===== src/rtl/fp_pkg.sv =====
// Shared constants and types for the floating-point result encoder.
// Rounding modes, FSM states, bias/limit constants and the rounding decision.
package fp_pkg;

    typedef enum logic [2:0] {
        RM_RNE = 3'b000,
        RM_RTZ = 3'b001,
        RM_RDN = 3'b010,
        RM_RUP = 3'b011,
        RM_RMM = 3'b100
    } rm_e;

    typedef enum logic [2:0] {
        ST_IDLE,
        ST_NORM,
        ST_ROUND,
        ST_PACK,
        ST_DONE
    } state_e;

    localparam logic signed [15:0] DP_BIAS = 16'sd1023;
    localparam logic signed [15:0] SP_BIAS = 16'sd127;
    localparam logic signed [15:0] DP_EMAX = 16'sd2047;
    localparam logic signed [15:0] SP_EMAX = 16'sd255;

    localparam logic [63:0] DP_QNAN = 64'h7FF8_0000_0000_0000;
    localparam logic [63:0] SP_QNAN = 64'h0000_0000_7FC0_0000;

    // Encodings outside the defined set round to nearest-even.
    function automatic logic round_inc(
        input logic [2:0] rm,
        input logic       sign,
        input logic       guard,
        input logic       sticky,
        input logic       lsb
    );
        logic inc;
        case (rm)
            RM_RTZ:  inc = 1'b0;
            RM_RDN:  inc = (guard | sticky) & sign;
            RM_RUP:  inc = (guard | sticky) & ~sign;
            RM_RMM:  inc = guard;
            default: inc = guard & (sticky | lsb);
        endcase
        return inc;
    endfunction

endpackage


===== src/rtl/fp_lzc.sv =====
// 56-bit leading-zero counter; count is 56 when the input is all zeros.
module fp_lzc
    import fp_pkg::*;
(
    input  logic [55:0] data,
    output logic [5:0]  count,
    output logic        zero
);

    always_comb begin
        count = 6'd56;
        for (int i = 0; i < 56; i++) begin
            if (data[i]) begin
                count = 6'(55 - i);
            end
        end
    end

    assign zero = ~|data;

endmodule


===== src/rtl/fp_encoder.sv =====
// Multi-cycle IEEE-754 encoder: normalize, round and pack a wide magnitude
// into single or double precision, with a valid/ready handshake each side.
module fp_encoder
    import fp_pkg::*;
(
    input  logic              clk,
    input  logic              rst,
    input  logic              in_valid,
    output logic              in_ready,
    input  logic              in_sign,
    input  logic signed [12:0] in_exp,
    input  logic [55:0]       in_mant,
    input  logic              in_is_zero,
    input  logic              in_is_inf,
    input  logic              in_is_nan,
    input  logic [2:0]        in_rm,
    input  logic              is_double_precision,
    output logic              out_valid,
    input  logic              out_ready,
    output logic [63:0]       out_result,
    output logic              flag_overflow,
    output logic              flag_underflow,
    output logic              flag_inexact
);

    state_e             state_q, state_d;
    logic               in_ready_q, in_ready_d;
    logic               out_valid_q, out_valid_d;
    logic               sign_q, sign_d;
    logic               dp_q, dp_d;
    logic               nan_q, nan_d;
    logic               inf_q, inf_d;
    logic               zero_q, zero_d;
    logic [2:0]         rm_q, rm_d;
    logic signed [15:0] exp_q, exp_d;
    logic [55:0]        mant_q, mant_d;
    logic               tiny_q, tiny_d;
    logic [51:0]        frac_q, frac_d;
    logic               inexact_q, inexact_d;
    logic [63:0]        result_q, result_d;
    logic               ovf_q, ovf_d;
    logic               unf_q, unf_d;
    logic               inx_q, inx_d;

    logic [5:0]         lz;
    logic               lz_zero;

    logic [55:0]        shl;
    logic [55:0]        mask;
    logic [55:0]        mant_norm;
    logic signed [15:0] bias;
    logic signed [15:0] e_norm;
    logic signed [15:0] sh;
    logic [5:0]         sh_amt;
    logic               tiny_norm;

    logic [53:0]        kept;
    logic [53:0]        sum;
    logic               guard;
    logic               sticky;
    logic               lsb;
    logic               inc;
    logic               carry;
    logic               hidden;
    logic signed [15:0] e_round;
    logic [51:0]        frac_round;

    logic signed [15:0] emax;
    logic               ovf;
    logic               to_inf;
    logic [63:0]        inf_pat;
    logic [63:0]        max_pat;
    logic [63:0]        zero_pat;
    logic [63:0]        pack_res;
    logic               pack_ovf;
    logic               pack_unf;
    logic               pack_inx;

    fp_lzc u_lzc (
        .data  (mant_q),
        .count (lz),
        .zero  (lz_zero)
    );

    always_comb begin
        shl       = mant_q << lz;
        bias      = dp_q ? DP_BIAS : SP_BIAS;
        e_norm    = exp_q - $signed({10'd0, lz}) + bias;
        sh        = 16'sd1 - e_norm;
        sh_amt    = sh[5:0];
        mask      = ~({56{1'b1}} << sh_amt);
        mant_norm = shl;
        tiny_norm = 1'b0;
        // Below the normal range: denormalize, folding lost bits into sticky.
        if (e_norm <= 16'sd0) begin
            tiny_norm = 1'b1;
            if (sh >= 16'sd56) begin
                mant_norm = {55'd0, |shl};
            end else begin
                mant_norm = (shl >> sh_amt) | {55'd0, |(shl & mask)};
            end
            e_norm = 16'sd0;
        end

        if (dp_q) begin
            kept   = {1'b0, mant_q[55:3]};
            guard  = mant_q[2];
            sticky = |mant_q[1:0];
            lsb    = mant_q[3];
        end else begin
            kept   = {30'd0, mant_q[55:32]};
            guard  = mant_q[31];
            sticky = |mant_q[30:0];
            lsb    = mant_q[32];
        end
        inc     = round_inc(rm_q, sign_q, guard, sticky, lsb);
        sum     = kept + {53'd0, inc};
        carry   = dp_q ? sum[53] : sum[24];
        hidden  = dp_q ? sum[52] : sum[23];
        e_round = exp_q;
        if (carry) begin
            sum     = sum >> 1;
            e_round = exp_q + 16'sd1;
        end else if (exp_q == 16'sd0 && hidden) begin
            e_round = 16'sd1;
        end
        frac_round = dp_q ? sum[51:0] : {29'd0, sum[22:0]};

        emax   = dp_q ? DP_EMAX : SP_EMAX;
        ovf    = exp_q >= emax;
        case (rm_q)
            RM_RTZ:  to_inf = 1'b0;
            RM_RDN:  to_inf = sign_q;
            RM_RUP:  to_inf = ~sign_q;
            default: to_inf = 1'b1;
        endcase
        inf_pat  = dp_q ? {sign_q, 11'h7FF, 52'd0}
                        : {32'd0, sign_q, 8'hFF, 23'd0};
        max_pat  = dp_q ? {sign_q, 11'h7FE, {52{1'b1}}}
                        : {32'd0, sign_q, 8'hFE, {23{1'b1}}};
        zero_pat = dp_q ? {sign_q, 63'd0} : {32'd0, sign_q, 31'd0};
        pack_ovf = 1'b0;
        pack_unf = 1'b0;
        pack_inx = 1'b0;
        if (nan_q) begin
            pack_res = dp_q ? DP_QNAN : SP_QNAN;
        end else if (inf_q) begin
            pack_res = inf_pat;
        end else if (zero_q || lz_zero) begin
            pack_res = zero_pat;
        end else if (ovf) begin
            pack_res = to_inf ? inf_pat : max_pat;
            pack_ovf = 1'b1;
            pack_inx = 1'b1;
            pack_unf = tiny_q;
        end else begin
            pack_res = dp_q ? {sign_q, exp_q[10:0], frac_q}
                            : {32'd0, sign_q, exp_q[7:0], frac_q[22:0]};
            pack_inx = inexact_q;
            pack_unf = tiny_q & inexact_q;
        end

        state_d     = state_q;
        in_ready_d  = in_ready_q;
        out_valid_d = out_valid_q;
        sign_d      = sign_q;
        dp_d        = dp_q;
        nan_d       = nan_q;
        inf_d       = inf_q;
        zero_d      = zero_q;
        rm_d        = rm_q;
        exp_d       = exp_q;
        mant_d      = mant_q;
        tiny_d      = tiny_q;
        frac_d      = frac_q;
        inexact_d   = inexact_q;
        result_d    = result_q;
        ovf_d       = ovf_q;
        unf_d       = unf_q;
        inx_d       = inx_q;

        case (state_q)
            ST_IDLE: begin
                if (in_valid && in_ready_q) begin
                    sign_d     = in_sign;
                    dp_d       = is_double_precision;
                    nan_d      = in_is_nan;
                    inf_d      = in_is_inf;
                    zero_d     = in_is_zero;
                    rm_d       = in_rm;
                    exp_d      = {{3{in_exp[12]}}, in_exp};
                    mant_d     = in_mant;
                    in_ready_d = 1'b0;
                    state_d    = ST_NORM;
                end
            end
            ST_NORM: begin
                mant_d  = mant_norm;
                exp_d   = e_norm;
                tiny_d  = tiny_norm;
                state_d = ST_ROUND;
            end
            ST_ROUND: begin
                exp_d     = e_round;
                frac_d    = frac_round;
                inexact_d = guard | sticky;
                state_d   = ST_PACK;
            end
            ST_PACK: begin
                result_d    = pack_res;
                ovf_d       = pack_ovf;
                unf_d       = pack_unf;
                inx_d       = pack_inx;
                out_valid_d = 1'b1;
                state_d     = ST_DONE;
            end
            ST_DONE: begin
                if (out_ready) begin
                    out_valid_d = 1'b0;
                    in_ready_d  = 1'b1;
                    state_d     = ST_IDLE;
                end
            end
            default: begin
                out_valid_d = 1'b0;
                in_ready_d  = 1'b1;
                state_d     = ST_IDLE;
            end
        endcase
    end

    always_ff @(posedge clk) begin
        if (rst) begin
            state_q     <= ST_IDLE;
            in_ready_q  <= 1'b1;
            out_valid_q <= 1'b0;
            sign_q      <= 1'b0;
            dp_q        <= 1'b0;
            nan_q       <= 1'b0;
            inf_q       <= 1'b0;
            zero_q      <= 1'b0;
            rm_q        <= 3'd0;
            exp_q       <= 16'sd0;
            mant_q      <= 56'd0;
            tiny_q      <= 1'b0;
            frac_q      <= 52'd0;
            inexact_q   <= 1'b0;
            result_q    <= 64'd0;
            ovf_q       <= 1'b0;
            unf_q       <= 1'b0;
            inx_q       <= 1'b0;
        end else begin
            state_q     <= state_d;
            in_ready_q  <= in_ready_d;
            out_valid_q <= out_valid_d;
            sign_q      <= sign_d;
            dp_q        <= dp_d;
            nan_q       <= nan_d;
            inf_q       <= inf_d;
            zero_q      <= zero_d;
            rm_q        <= rm_d;
            exp_q       <= exp_d;
            mant_q      <= mant_d;
            tiny_q      <= tiny_d;
            frac_q      <= frac_d;
            inexact_q   <= inexact_d;
            result_q    <= result_d;
            ovf_q       <= ovf_d;
            unf_q       <= unf_d;
            inx_q       <= inx_d;
        end
    end

    assign in_ready       = in_ready_q;
    assign out_valid      = out_valid_q;
    assign out_result     = result_q;
    assign flag_overflow  = ovf_q;
    assign flag_underflow = unf_q;
    assign flag_inexact   = inx_q;

endmodule


===== config.mk =====
export PLATFORM = sky130hd
export DESIGN_NAME = fp_encoder
export DESIGN_NICKNAME = d
export VERILOG_FILES = /design/src/rtl/fp_pkg.sv /design/src/rtl/fp_lzc.sv /design/src/rtl/fp_encoder.sv
export SDC_FILE = /design/constraint.sdc
export NUM_CORES = 1
export LEC_CHECK = 0
export ABC_AREA = 1
export CAP_MARGIN = 20
export CORE_UTILIZATION = 35
export CTS_CLUSTER_SIZE = 14
export DETAILED_ROUTE_END_ITERATION = 7
export PLACE_DENSITY = 0.61
export REMOVE_ABC_BUFFERS = 1
export SLEW_MARGIN = 20
export SYNTH_ARGS = -nofsm -noshare
export SYNTH_HDL_FRONTEND = slang
export SYNTH_HIERARCHICAL = 1
export SYNTH_SLANG_ARGS = --single-unit

===== constraint.sdc =====
create_clock -name clk -period 14.6 [get_ports clk]
set_input_delay 2.92 -clock clk [delete_from_list [all_inputs] [get_ports clk]]
set_output_delay 2.92 -clock clk [all_outputs]
set_load 0.01 [all_outputs]

==> flow_summary.yaml <==
timing:
  fmax_ghz: 0.1108
  clock_skew_ns: 0.01543
  rsz0062_at_grt: "no"
  hold_viol: 0
  finalMaxSlewViolations: 0
  finalCritPeriodShare_pct: 61.83
  fin_setup_tns_ns: 0
  hold_slack_ns: 0.4607
  setup_viol: 0
  tightestPinTransition_ns: 0.9802
  maxSlewHeadroom_pct: 34.66
  fin_crit_ns: 9.027
clocking:
  cts.repair.resized: 0
  cts_root_buffer: "clkbuf_16"
  hold_buffers: 0
  clock-sinks: 206
  numCtsBuffers: 26
  worst_skew_pair.late_latency_ns: 0.57
  tritoncts: "built"
  cts.htree.levels: 1
  path_clk_slew_ns: 0.06
  clock_path_buffers: 3
  postCtsSetupBuffers: 0
finish:
  final_nets: 4212
  syn2layout_area_growth_pct: 12.40
  drive_gt1_share_pct: 4.968
  fillers: 7317
  mostFrequentLayoutCell: "nand2_1"
  layout_common_cells: "nand2_1 (1315), nand3_1 (763), nor2_1 (355)"
  regArea_um2: 4128
  fin_cells: 4933
  multi_input_area_um2: 15980
critical_path:
  crit_path_end: "mant_q[2]$_SDFFE_PP0P_"
  cp_top_family: "simple AND/OR/NAND/NOR gates"
  startpoint_type: "flip-flop"
  critical_path_class: "flip-flop to flip-flop"
  critical_path_buf_inv_count: 6
  max_stage_delay_ns: 0.71
  crit_top_cell: "nand2_1"
  crit_slowest_cell: "a21oi_1"
  cp_max_fo: 58
  r2r_start: "mant_q[0]$_SDFFE_PP0P_"
  critical_path_required_ns: 15.09
  crit_cells: 75
  r2r_setup_slack_ns: 5.57
  setup.worst_path.start: "mant_q[0]$_SDFFE_PP0P_"
  r2r_end: "mant_q[2]$_SDFFE_PP0P_"
  reg2reg_depth: 75
  end_kind: "flip-flop"
  cp.arrival_ns: 9.52
global_routing:
  grt_usage_pct: 30.26
  grt_pass1_vias: 25092
  grt_max_degree: 96
  grt_antenna_before_repair: 1
  overflow: 0
  grt_pass1_wl_um: 151100
route:
  via_per_inst: 5.599
  drc_errors: 0
  firstDrtPassIters: 6
  ant_nets: 0
  via_count: 27621
  avgRoutedWirePerCell_um: 20.49
  wl_um: 101100
  drtIter0Drc: 3362
yosys:
  synth-async-reset-ratio_pct: 0
  synth_edf_count: 0
  ys_ff_latch: 206
  syn_area_per_cell_um2: 5.460
  yosysSeqAreaShare_pct: 18.45
  synthFlopType: "dfxtp_1"
  syn_area_um2: 22360
  syn_inst: 4094
  yosys_warnings: 6
  synth_cell_type_count: 65
die:
  die_w_um: 254.7
  coreArea_um2: 63080
  dieArea_um2: 64890
  start_util_pct: 35.44
  die_y_um: 254.7
  pin_count: 150
  rows: 92
placement:
  gp_congestion: 1.033
  hpwl_um: 76580
  portBuffers: 149
  dp_cells: 4886
min_path:
  hp-class: "flip-flop to flip-flop"
  hp-start: "out_result[37]$_SDFFE_PP0P_"
outcome:
  status: "finished clean"
job:
  cap_violations: 0
-- worst min path at each step --
stage | to | slack, ns | depth (start not counted)
after floorplan | flag_underflow$_SDFFE_PP0P_ | 0.43 | 2
final | out_result[37]$_SDFFE_PP0P_ | 0.46 | 2
after global placement | frac_q[14]$_SDFFE_PP0P_ | 0.45 | 2
after detailed placement | out_result[63]$_SDFFE_PP0P_ | 0.45 | 2
after CTS | out_result[38]$_SDFFE_PP0P_ | 0.46 | 2
after global routing | out_result[16]$_SDFFE_PP0P_ | 0.48 | 2
-- cell families after synthesis --
family          after synthesis  synth area share [%]
simple gates               2611                 50.57
compound gates              583                 14.21
buf+inv                     567                 10.51
flops                       206                 18.45
xor+xnor                     64                 2.675
fa+ha+maj                    63                 3.593
-- metrics by stage --
step / area, um2 / setup WS, ns / util [%]
after floorplan: 21300 / 0.4928 / -
after global placement: 24270 / 5.861 / 38.47
after detailed placement: 24270 / 5.867 / 38.47
after CTS: 25130 / 5.829 / 39.83
after global routing: 25130 / 4.657 / 39.83
final: 25130 / 5.573 / 39.83
-- sequential cells by signal (all words and copies together) (netlist names), 3 cells and up --
register	count
rm_q	3
out_result	64
frac_q	52
exp_q	16
state_q	3
mant_q	56
-- Yosys cell counts (6+ instances only) --
cell,n,area [um2]
o211ai_1,31,232.7
ha_1,61,763.2
nor2_1,361,1355
nand2_1,1315,4936
o21ai_1,58,290.3
inv_2,26,97.59
a31oi_1,12,75.07
o22ai_1,11,68.82
a211oi_1,7,52.55
o21ai_0,185,925.9
clkbuf_1,151,566.8
nor2_2,11,68.82
nand4_1,45,281.5
nand3_1,763,3819
dfxtp_1,206,4124
buf_2,33,165.2
nand2_2,9,56.30
xnor2_1,22,192.7
or2_2,10,62.56
bufinv_8,6,105.1
a21oi_1,245,1226
xor2_1,37,324.1
buf_6,11,123.9
inv_1,286,1074
nand3b_1,8,60.06
nor4_1,16,100.1
buf_1,48,180.2
nor3_1,42,210.2
-- layout make-up --
class | count | share of cell area, %
timing repair buffer | 192 | 7.210
antenna | 1 | 0.009959
tap | 846 | 4.213
clock inverter | 10 | 0.5577
multi-input combinational | 3321 | 63.59
inverter | 321 | 5.134
sequential | 206 | 16.43
clock buffer | 36 | 2.858
-- layer usage --
metal  wire, um  share of wire (%)  up-vias  global-route usage [%]
li1           -                  -    13420                       -
met1      42780                 42    12635                   39.82
met2      44390                 44     1292                   48.00
met3       8289                8.2      274                   4.031
met4       5638                5.6        0                   15.71
met5          0                  0        -                       0
-- worst reg2reg max path: cells and delay by family, from the launching register on --
| kind | cells | cell delay [ns] |
|---|---|---|
| compound gates | 4 | 1.11 |
| flops | 1 | 0.44 |
| fa+ha+maj | 2 | 0.94 |
| simple gates | 63 | 4.02 |
| buf+inv | 6 | 2.45 |
Power is not shown: default switching activity piles up to over one toggle a cycle in this logic, so the estimate is an artifact.
